## config.mk

```make
export PLATFORM = sky130hd
export DESIGN_NAME = reg_control_d
export DESIGN_NICKNAME = d
export VERILOG_FILES = /design/src/rtl/reg_control_d.sv
export SDC_FILE = /design/constraint.sdc
export NUM_CORES = 1
export LEC_CHECK = 0
export CAP_MARGIN = 20
export CORE_ASPECT_RATIO = 1.5
export CORE_UTILIZATION = 30
export DETAILED_ROUTE_END_ITERATION = 7
export GPL_ROUTABILITY_DRIVEN = 0
export PLACE_DENSITY = 0.7
export SETUP_SLACK_MARGIN = 0.15
export SLEW_MARGIN = 20
export SYNTH_ARGS = -nofsm -noshare
export SYNTH_HDL_FRONTEND = slang
export SYNTH_SLANG_ARGS = --single-unit
```

## constraint.sdc

```tcl
create_clock -name clk -period 3.18 [get_ports clk]
set_input_delay 0.795 -clock clk [delete_from_list [all_inputs] [get_ports clk]]
set_output_delay 0.795 -clock clk [all_outputs]
set_load 0.01 [all_outputs]
```

## src/rtl/reg_control_d.sv

```systemverilog
// Decode-stage pipeline register with load-use hazard detection.
// Holds fetch and D for two cycles when the D instruction consumes a load still in E.
module reg_control_d #(
    parameter int unsigned PC_W = 8
) (
    input  logic            clk,
    input  logic            rst,
    input  logic            jump_reset,
    input  logic [PC_W-1:0] pc_in,
    input  logic [31:0]     inst_in,
    input  logic [31:0]     inst_E,
    output logic [PC_W-1:0] pc_out,
    output logic [31:0]     inst_out,
    output logic [4:0]      rs1_addr,
    output logic [4:0]      rs2_addr,
    output logic [4:0]      rd_addr,
    output logic [31:0]     imm,
    output logic            E_stop,
    output logic            pc_stall
);

    localparam int unsigned OP_W = 7;

    localparam logic [OP_W-1:0] OP_LUI   = 7'b0110111;
    localparam logic [OP_W-1:0] OP_AUIPC = 7'b0010111;
    localparam logic [OP_W-1:0] OP_JAL   = 7'b1101111;
    localparam logic [OP_W-1:0] OP_JALR  = 7'b1100111;
    localparam logic [OP_W-1:0] OP_B     = 7'b1100011;
    localparam logic [OP_W-1:0] OP_L     = 7'b0000011;
    localparam logic [OP_W-1:0] OP_S     = 7'b0100011;
    localparam logic [OP_W-1:0] OP_IALU  = 7'b0010011;
    localparam logic [OP_W-1:0] OP_AR    = 7'b0110011;

    typedef enum logic {
        RUN  = 1'b0,
        HOLD = 1'b1
    } state_t;

    state_t            state_q, state_d;
    logic [PC_W-1:0]   pc_q, pc_d;
    logic [31:0]       inst_q, inst_d;

    logic [OP_W-1:0]   op_d_c;
    logic [OP_W-1:0]   op_e_c;
    logic [4:0]        rd_e_c;
    logic              uses_rs1_c;
    logic              uses_rs2_c;
    logic              hazard_c;
    logic              stop_c;
    logic [19:0]       unused_inst_e;

    assign op_d_c        = inst_q[6:0];
    assign op_e_c        = inst_E[6:0];
    assign rd_e_c        = inst_E[11:7];
    assign unused_inst_e = inst_E[31:12];

    // Source-register usage of the D instruction
    always_comb begin
        uses_rs1_c = 1'b0;
        uses_rs2_c = 1'b0;
        case (op_d_c)
            OP_JALR, OP_L, OP_IALU: uses_rs1_c = 1'b1;
            OP_B, OP_S, OP_AR: begin
                uses_rs1_c = 1'b1;
                uses_rs2_c = 1'b1;
            end
            default: ;
        endcase
    end

    assign hazard_c = (op_e_c == OP_L) && (rd_e_c != 5'd0) &&
                      ((uses_rs1_c && (inst_q[19:15] == rd_e_c)) ||
                       (uses_rs2_c && (inst_q[24:20] == rd_e_c)));

    always_ff @(posedge clk or negedge rst) begin
        if (!rst) begin
            state_q <= RUN;
            pc_q    <= '0;
            inst_q  <= '0;
        end else begin
            state_q <= state_d;
            pc_q    <= pc_d;
            inst_q  <= inst_d;
        end
    end

    // Next state and stall outputs; a taken jump overrides any stall
    always_comb begin
        state_d = state_q;
        pc_d    = pc_q;
        inst_d  = inst_q;
        stop_c  = 1'b0;
        if (jump_reset) begin
            state_d = RUN;
            pc_d    = '0;
            inst_d  = '0;
        end else begin
            case (state_q)
                RUN: begin
                    if (hazard_c) begin
                        stop_c  = 1'b1;
                        state_d = HOLD;
                    end else begin
                        pc_d   = pc_in;
                        inst_d = inst_in;
                    end
                end
                HOLD: begin
                    stop_c  = 1'b1;
                    state_d = RUN;
                end
                default: state_d = RUN;
            endcase
        end
    end

    // Immediate generation from the held D instruction
    always_comb begin
        imm = 32'd0;
        case (op_d_c)
            OP_L, OP_JALR, OP_IALU:
                imm = {{20{inst_q[31]}}, inst_q[31:20]};
            OP_S:
                imm = {{20{inst_q[31]}}, inst_q[31:25], inst_q[11:7]};
            OP_B:
                imm = {{19{inst_q[31]}}, inst_q[31], inst_q[7], inst_q[30:25],
                       inst_q[11:8], 1'b0};
            OP_LUI, OP_AUIPC:
                imm = {inst_q[31:12], 12'd0};
            OP_JAL:
                imm = {{11{inst_q[31]}}, inst_q[31], inst_q[19:12], inst_q[20],
                       inst_q[30:21], 1'b0};
            default: imm = 32'd0;
        endcase
    end

    assign pc_out   = pc_q;
    assign inst_out = inst_q;
    assign rs1_addr = inst_q[19:15];
    assign rs2_addr = inst_q[24:20];
    assign rd_addr  = inst_q[11:7];
    assign E_stop   = stop_c;
    assign pc_stall = stop_c;

endmodule
```

* Word-level counts from Yosys, hierarchy flattened
Index checks and enable logic that the tools add are counted.
** Word-level totals
- Register bits :: 41
- Output and inout port bits :: 89
** Cells by class
- Equal/unequal tests :: 14
- Mux-type cells :: 14
- Bitwise logic cells :: 1
- Reductions and logical operators :: 11
** Operator list (count)
- $pmux 32 s5 :: 1
- $mux 32 :: 3
- $mux 8 :: 3
- $eq 7x6->1 const B :: 3
- $eq 7x7->1 const B :: 3
- $eq 7x2->1 const B :: 2
- $eq 7x5->1 const B :: 2
- $eq 5x5->1 :: 2
- $reduce_or 3->1 :: 2
- $reduce_or 6->1 :: 1
- $mux 1 :: 5
- $reduce_bool 5->1 :: 1
- $logic_and 1x1->1 :: 4
- $ne 2x2->1 const B :: 2
- $pmux 1 s2 :: 2
- $reduce_and 2->1 :: 1
- $reduce_or 2->1 :: 1
- $logic_or 1x1->1 :: 1
- $not 1->1 :: 1

* Longest topological paths before layout
Gate-level depths: netlist (run 1).
- Depth in word-level cells :: 9
- Gate-level depth with buffers :: 8
- Gate-level depth less buffers :: 5

* Worst setup path before layout (run 1)
OpenSTA, ideal clock, no wires.
- Path type :: input to output
- From :: input port inst_E[9]
- To :: output port pc_stall
- Data arrival time :: 2224 ps
- Required time :: 2385 ps
- Setup slack :: 161 ps
- Stages :: 7
- Path buffers :: 3
- Path through :: xor2_1 -> nor4_2 -> a22o_1 -> clkbuf_1 -> a31o_4 -> buf_6 -> buf_4
** On the way
- Longest elaborated chain between the ends :: 7
- Elaborated cells between the ends (all ways) :: 11
- Classes of those cells :: eq/ne (2); mux (3); reduce/logical (6)
** RTL lines
- from (decl) :: RTL line 11 : input logic [31:0] inst_E,
- $eq 5x5->1, on equally long branches :: RTL line 72, 73
- $logic_and 1x1->1, on equally long branches :: RTL line 72, 73
- $logic_or 1x1->1 :: RTL line 72 : ((uses_rs1_c && (inst_q[19:15] == rd_e_c)) ||
- $logic_and 1x1->1 * :: RTL line 71 : assign hazard_c = (op_e_c == OP_L) && (rd_e_c != 5'd0) &&
- $mux 1 * :: RTL line 100 : if (hazard_c) begin
- $pmux 1 s2 * :: RTL line 98 : case (state_q)
- $mux 1 * :: RTL line 93 : if (jump_reset) begin
- to (decl) :: RTL line 19 : output logic pc_stall
Mark *: on every way between the ends. The rest lies on a longest branch, timed or not.

* Final worst setup path (run 1)
- From :: register inst_q[2] (netlist: inst_out[2])
- To :: output port imm[31]
** On the way
- Longest elaborated chain between the ends :: 3
- Elaborated cells between the ends (all ways) :: 11
- Classes of those cells :: eq/ne (8); mux (1); reduce/logical (2)
** RTL lines
- from (decl) :: RTL line 41 : logic [31:0] inst_q, inst_d;
- from (signal assigned) :: RTL line 83 : inst_q <= inst_d;
- $eq 7x2->1, or another cell as far along :: RTL line 120 : case (op_d_c)
- $reduce_or 3->1 / $reduce_or 2->1 (equally long branches) :: RTL line 120
- $pmux 32 s5 * :: RTL line 120
- to (decl) :: RTL line 17 : output logic [31:0] imm,
Marks and branches as above.

==> results of run 1 <==
==> path summary, 6_finish.rpt <==
check / to / slack [ps] / depth (start not counted)
min in group asynchronous: inst_out[17]$_DFFE_PN0P_ / 660 / 1
max in group asynchronous: inst_out[3]$_DFFE_PN0P_ / 1880 / 1
max: imm[31] / 150 / 7
max reg2reg: inst_out[22]$_DFFE_PN0P_ / 890 / 8
min: pc_out[7]$_DFFE_PN0P_ / 500 / 2
min reg2reg: pc_out[7]$_DFFE_PN0P_ / 500 / 2
==> cells by family after synthesis <==
logic type	Yosys count
buffers and inverters	35
and+or+nand+nor	66
DFF	41
AOI/OAI and AO/OA	83
xor gates and xnor gates	10
==> flip-flops by register name, summed over array words and instances (netlist names) <==
signal / cells
inst_out: 32
pc_out: 8
state_q: 1
==> routing by layer <==
metal	vias to the layer above	share of wire
li1	1192	-
met1	1252	0.38
met2	97	0.54
met3	19	0.046
met4	0	0.029
met5	-	0
==> through the flow <==
stage / power [mW] / setup TNS [ps] / instance area, µm² / instances / utilization
detailed placement: 0.872 / -951 / 3990 / 479 / 0.518
global placement: 0.868 / -896 / 3990 / 479 / 0.518
finish: 1.47 / 0 / 4350 / 499 / 0.565
floorplan: 0.686 / 0 / 2400 / 235 / -
CTS: 1.48 / 0 / 4280 / 496 / 0.555
global route: 1.52 / 0 / 4350 / 499 / 0.565
==> power breakdown <==
part | internal, mW | switching, mW
registers | 0.548 | 0.0343
logic | 0.178 | 0.112
clock network | 0.392 | 0.202
total | 1.12 | 0.348
==> layout make-up <==
class	count	area [µm²]	share of cell area
clock buffer	7	143	0.0328
sequential	41	1030	0.236
inverter	1	3.75	0.000862
tap	102	128	0.0293
multi-input combinational	160	1240	0.284
timing repair buffer	187	1780	0.410
clock inverter	1	30.0	0.00690
==> worst max-delay path, stage by stage, from the launching register on <==
cell and delay (ps):
dfrtp_1 380, buf_4 180, and2_1 160, o21ai_0 260, a21oi_2 130, buf_4 170, o21a_1 190, clkdlybuf4s50_1 490
==> cell usage in the layout, fill, tap and decap left out, drive strengths merged, types with 5 or more instances in the layout <==
| cell type | count |
|---|---|
| clkdlybuf4s50 | 112 |
| buf | 47 |
| dfrtp | 41 |
| a22o | 37 |
| a21o | 19 |
| dlymetal6s2s | 17 |
| nand2 | 12 |
| nor3b | 9 |
| nand4 | 9 |
| xor2 | 9 |
| dlygate4sd2 | 9 |
| and2 | 9 |
| clkbuf | 9 |
| nand3 | 8 |
| o31ai | 7 |
| nor2 | 5 |
==> what timing repair did <==
action | in CTS | in global routing
buffers inserted | 8 | 3
pin swaps | 6 | 6
endpoints found under the setup margin | 34 | 29
resized for setup | 34 | 27
cloned | 1 | 0
endpoints found under the hold margin | 0 | 0
==> results.md, run 1 <==
- Filler cells: 707
- #FFs+latches synth: 41
- Share of the yosys chip area belonging to registers: 0.427
- Slew HR: 0.377
- Io pins: 164
- Core ar.: slightly below 8000 µm²
- Crit path time final: between 3000 and 4000 ps
- H-tree levels: 2
- CTS tree: done
- CP required: ~2400 ps
- Status: completed
- Setup violators final: 0
- XOR/XNOR share of the synthesized area: 0.0364
- ANT nets after route: 0
- Fmax: roughly 0.33 GHz
- Yosys warns: 0
- Netlist cell types: 42
- Maximum vdd ir drop: 0.000204 V
- DIE WIDTH: roughly 75 µm
- EDFF count, synth: 0
- Setup repair after global routing missed its margin: true
- Synthesized area: 2400 µm²
- Setup ws final: ~150 ps
- Tcrit/Tclk final: 0.952
- Top-area cell type share of the netlist area: 0.427
- DRT iter0 DRCs: 113
- TritonCTS Buffers: 5
- Met2 Usage GRT: 0.377
- CTS Root Cell: clkbuf_16
- Crit path launch type: register
- Worst Hold Class: reg2reg
- HP Start: pc_out[7]$_DFFE_PN0P_
- Crit end category: output pin
- Final Hold Violating Endpoints: 0
- Largest net degree at the start of global routing: 42
- Grt total ovfl: 0
- Diode count: 0
- First-pass GRT wire length: roughly 14000 µm
- Total nets after synthesis: just over 300
- Synth Area in Compound Gates: 0.283
- Min Hold Slack: between 500 and 600 ps
- Cts hold-fix bufs: 0
- Type of the worst setup path: reg2out
- Die Area: 8380 µm²
- Routed len/inst: about 18 µm
- Drt first pass iters: 4
- Initial Util: 0.312
- Leading post-synthesis cells by cell area: dfrtp_1 (43%), a22o_1 (13%), a21o_1 (5.9%)
- Top_reg_cell synth: dfrtp_1
- Row count: 39
- Tightest Pin Transition: between 900 and 1000 ps
- Routing usage on met3: 0.0317
- Die Y: roughly 110 µm
- Share of cells above drive strength 1: 0.184
- FFs w/ async S/R, synth: 1.00
- Synth Area in Simple Gates: 0.164
- Final wirelength: between 8000 and 9000 µm
- Commonest cells in the netlist: dfrtp_1 (41), a22o_1 (37), a21o_1 (19), buf_4 (18), nand2_1 (12)
- Leak: ~2.3 nW
- GR Util met1: 0.245
- Post-DP HPWL: 6200 µm
- Worst Path Arrival: ~2200 ps
- Most common cell in the netlist: dfrtp_1
- TritonCTS Sinks: 41
- Initial antenna violation count: 0
- Vias in the first global route: roughly 2700
- Clk_skew: between 6 and 7 ps
- Critical Path Start: inst_out[2]$_DFFE_PN0P_
- Multiplexer area fraction after synthesis: 0
- GRT Max-Usage Layer: met2
- Maxcap violations: 0
- Area Overhead vs Synth: 81.2%
- Post-place setup slack: -476 ps
- Routed vias/inst: ~5.1
- PD cells: around 340 nW/µm²
- Skew-Pair Late Insertion Delay: between 200 and 300 ps
- Largest family of logic cells by synthesized area: compound AO/OA/AOI/OAI gates
- Worst-path clk slew: 60 ps
- Worst-path maximum fanout: 9
- RR Startpoint: inst_out[5]$_DFFE_PN0P_
- Post-synthesis adder-cell area fraction: 0
- # DRC: 0
- Buffers on Ports: about 140
- Post-synth top area cell: dfrtp_1
- GRT Total Usage: 0.213
- Post-Syn Instances: 235
- NumNets Final: 471
- Max Slew Vio Count: 0
- Syn avg cell area: about 10 µm²
- Clock Path Buffers: 2
- Vias: between 2000 and 3000
Power figures use the tool's default switching activity.
==> run 2, diff against run 1 <==
--- a/config.mk
+++ b/config.mk
@@ -10,7 +10,7 @@
 export CORE_UTILIZATION = 30
 export DETAILED_ROUTE_END_ITERATION = 7
 export GPL_ROUTABILITY_DRIVEN = 0
-export PLACE_DENSITY = 0.7
+export PLACE_DENSITY = 0.76
 export SETUP_SLACK_MARGIN = 0.15
 export SLEW_MARGIN = 20
 export SYNTH_ARGS = -nofsm -noshare
==> constraint.sdc (replaced) <==
create_clock -name clk -period 3.49 [get_ports clk]
set_input_delay 0.8725 -clock clk [delete_from_list [all_inputs] [get_ports clk]]
set_output_delay 0.8725 -clock clk [all_outputs]
set_load 0.01 [all_outputs]
==> results.md, run 2 (same netlist as run 1, synthesis figures left out) <==
- Max reg flops: 32 (unchanged)
- Setup repair after global routing missed its margin: false
- WL met2: 4210 µm (-12%)
- Wire length on met3: 581 µm (+44%)
- DP Cell Count: 469 (-2.1%)
- Die Area: 8380 µm² (unchanged)
- Cell Chain, Critical Path: or3_4 > a211oi_4 > o21a_4 > a21o_1 > clkdlybuf4s50_1
- Setup violators final: 0 (unchanged)
- CTS Root Cell: clkbuf_16
- ANT nets after route: 0 (unchanged)
- Routed len/inst: 16.9 µm (-3.5%)
- Worst Hold Depth: 2 (unchanged)
- Maximum vdd ir drop: 0.000157 V (-23%)
- Crit path time final: around 3200 ps
- Grt total ovfl: 0 (unchanged)
- Leak: 1.87 nW (-20%)
- Die Y: 112 µm (unchanged)
- PD cells: 303 nW/µm² (-10%)
- Final wirelength: 8090 µm (-7.6%)
- Worst Path Arrival: 2370 ps (+140 ps)
- DIE WIDTH: 75.1 µm (unchanged)
- Filler cells: 737 (+4.2%)
- TritonCTS Buffers: 5 (unchanged)
- Crit end category: output pin
- Share of cells above drive strength 1: 0.114 (-0.0695)
- Hold endpoint: pc_out[7]$_DFFE_PN0P_
- Buffers plus inverters on the worst setup path: 1 (-2)
- Internal reg-to-reg setup slack: 1120 ps (+230 ps)
- NumNets Final: 451 (-4.2%)
- Critical path's top delay family: compound AO/OA/AOI/OAI gates
- Placed inst area: 3920 µm² (-1.9%)
- GRT Total Usage: 0.196 (-0.0166)
- Worst reg-to-reg path cell count: 7 (-1)
- RR Startpoint: inst_out[2]$_DFFE_PN0P_
- Final Hold Violating Endpoints: 0 (unchanged)
- Commonest non-fill, non-tap cell in the layout: clkdlybuf4s50_1
- Type of the worst setup path: reg2out
- Worst-path maximum fanout: 10 (+1)
- Design area: 4100 µm² (-5.9%)
- Diode count: 0 (unchanged)
- Vias: 2447 (-4.4%)
- CTS tree: done
- Area Overhead vs Synth: 70.4%
- Worst Hold Class: reg2reg
- Tcrit/Tclk final: 0.928
- First-pass GRT wire length: 12500 µm (-7.9%)
- Fmax: 0.309 GHz
- Clk_skew: 5.77 ps (-0.707 ps)
- Post-DP HPWL: 5940 µm (-4.2%)
- Worst-path clk slew: 60 ps (about the same)
- Core ar.: 7710 µm² (unchanged)
- CP required: 2620 ps (+240 ps)
- CP Depth: 5 (-2)
- Crit-path slowest cell: clkdlybuf4s50_1
- Vias in the first global route: 2536 (-5.2%)
- DRT met1 WL: 3200 µm (-3.6%)
- DRT iter0 DRCs: 72 (-36%)
- # DRC: 0 (unchanged)
- Largest net degree at the start of global routing: 42 (unchanged)
- Initial antenna violation count: 0 (unchanged)
- Drt first pass iters: 4 (unchanged)
- Clock Path Buffers: 2 (unchanged)
- Setup tns final: 0 ps (unchanged)
- Initial Util: 0.312 (unchanged)
- Io pins: 164 (unchanged)
- Status: completed
- Slew HR: 0.368 (-0.00868)
- Maxcap violations: 0 (unchanged)
- Max Slew Vio Count: 0 (unchanged)
- Buffers on Ports: 143 (unchanged)
- Most frequent cells in the layout: clkdlybuf4s50_1 (135), dfrtp_1 (41), a22o_1 (37), buf_4 (25), a21o_1 (19)
- Delay of the slowest critical-path stage: 540 ps (+50 ps)
- Highest routed layer: met4
- HP Start: pc_out[7]$_DFFE_PN0P_
- Tightest Pin Transition: 947 ps (+13.0 ps)
- Crit path launch type: register
- TritonCTS Sinks: 41 (unchanged)
- Row count: 39 (unchanged)
- H-tree levels: 2 (unchanged)
- Layout Cells excl Fill: 478 (-4.2%)
- Skew-Pair Late Insertion Delay: 280 ps (about the same)
- FF-to-FF End: inst_out[10]$_DFFE_PN0P_
- Routed vias/inst: 5.12 (-0.21%)
[run 2: cell types whose count changed in the layout (fill, tap and decap cells not counted), moves of 3 or more]
cell	change
buf_6	-3
dlygate4sd2_1	-5
clkdlybuf4s50_1	+23
dlymetal6s2s_1	-16
buf_4	-18
[run 2: how the worst max path moves through the flow]
stage                                 start       end
global route        inst_out[3]$_DFFE_PN0P_   imm[22]
detailed placement                inst_E[8]  pc_stall
CTS                              inst_E[10]  pc_stall
finish              inst_out[2]$_DFFE_PN0P_   imm[19]
global placement                  inst_E[8]  pc_stall
floorplan                         inst_E[9]  pc_stall
[run 2: cell type report]
type	count	area, µm²	area share
inverter	1	3.75	0.000917
sequential	41	1030	0.251
clock buffer	7	143	0.0348
timing repair buffer	168	1600	0.391
multi-input combinational	159	1190	0.291
tap	102	128	0.0312
[run 2: worst reg2reg max path, stage by stage, from the launching register on]
cell	delay, ps
dfrtp_1	500
or3_4	400
a211oi_4	320
buf_4	180
a31o_1	170
a31o_4	200
buf_4	330
a22o_1	220
[run 2: where the power goes]
group          internal (mW)  switching (mW)  leakage, nW  total [mW]
logic                  0.153          0.0915         1.27       0.244
clock network          0.281           0.180       0.0700       0.461
registers              0.499          0.0347        0.530       0.534
total                  0.933           0.306         1.87        1.24
[run 2: stage by stage]
| step | hold slack (ps) | utilization | setup WS (ps) | total power [mW] |
|---|---|---|---|---|
| floorplan | 533 | - | 316 | 0.625 |
| global placement | 481 | 0.508 | -286 | 0.782 |
| detailed placement | 499 | 0.508 | -307 | 0.787 |
| CTS | 513 | 0.527 | 154 | 1.25 |
| global route | 545 | 0.531 | 129 | 1.29 |
| finish | 507 | 0.531 | 251 | 1.24 |
[run 2: timing repair]
item | CTS | global route
endpoints found under the setup margin | 18 | 27
hold endpoints to repair | 0 | 0
resized for setup | 17 | 4
hold buffers | 0 | 0
setup buffers | 0 | 2
pin swaps | 2 | 3
[run 2: routing by layer]
| layer | vias up | GRT usage |
|---|---|---|
| li1 | 1150 | - |
| met2 | 107 | 0.354 |
| met1 | 1182 | 0.220 |
| met5 | - | 0 |
| met3 | 8 | 0.0443 |
| met4 | 0 | 0.0591 |
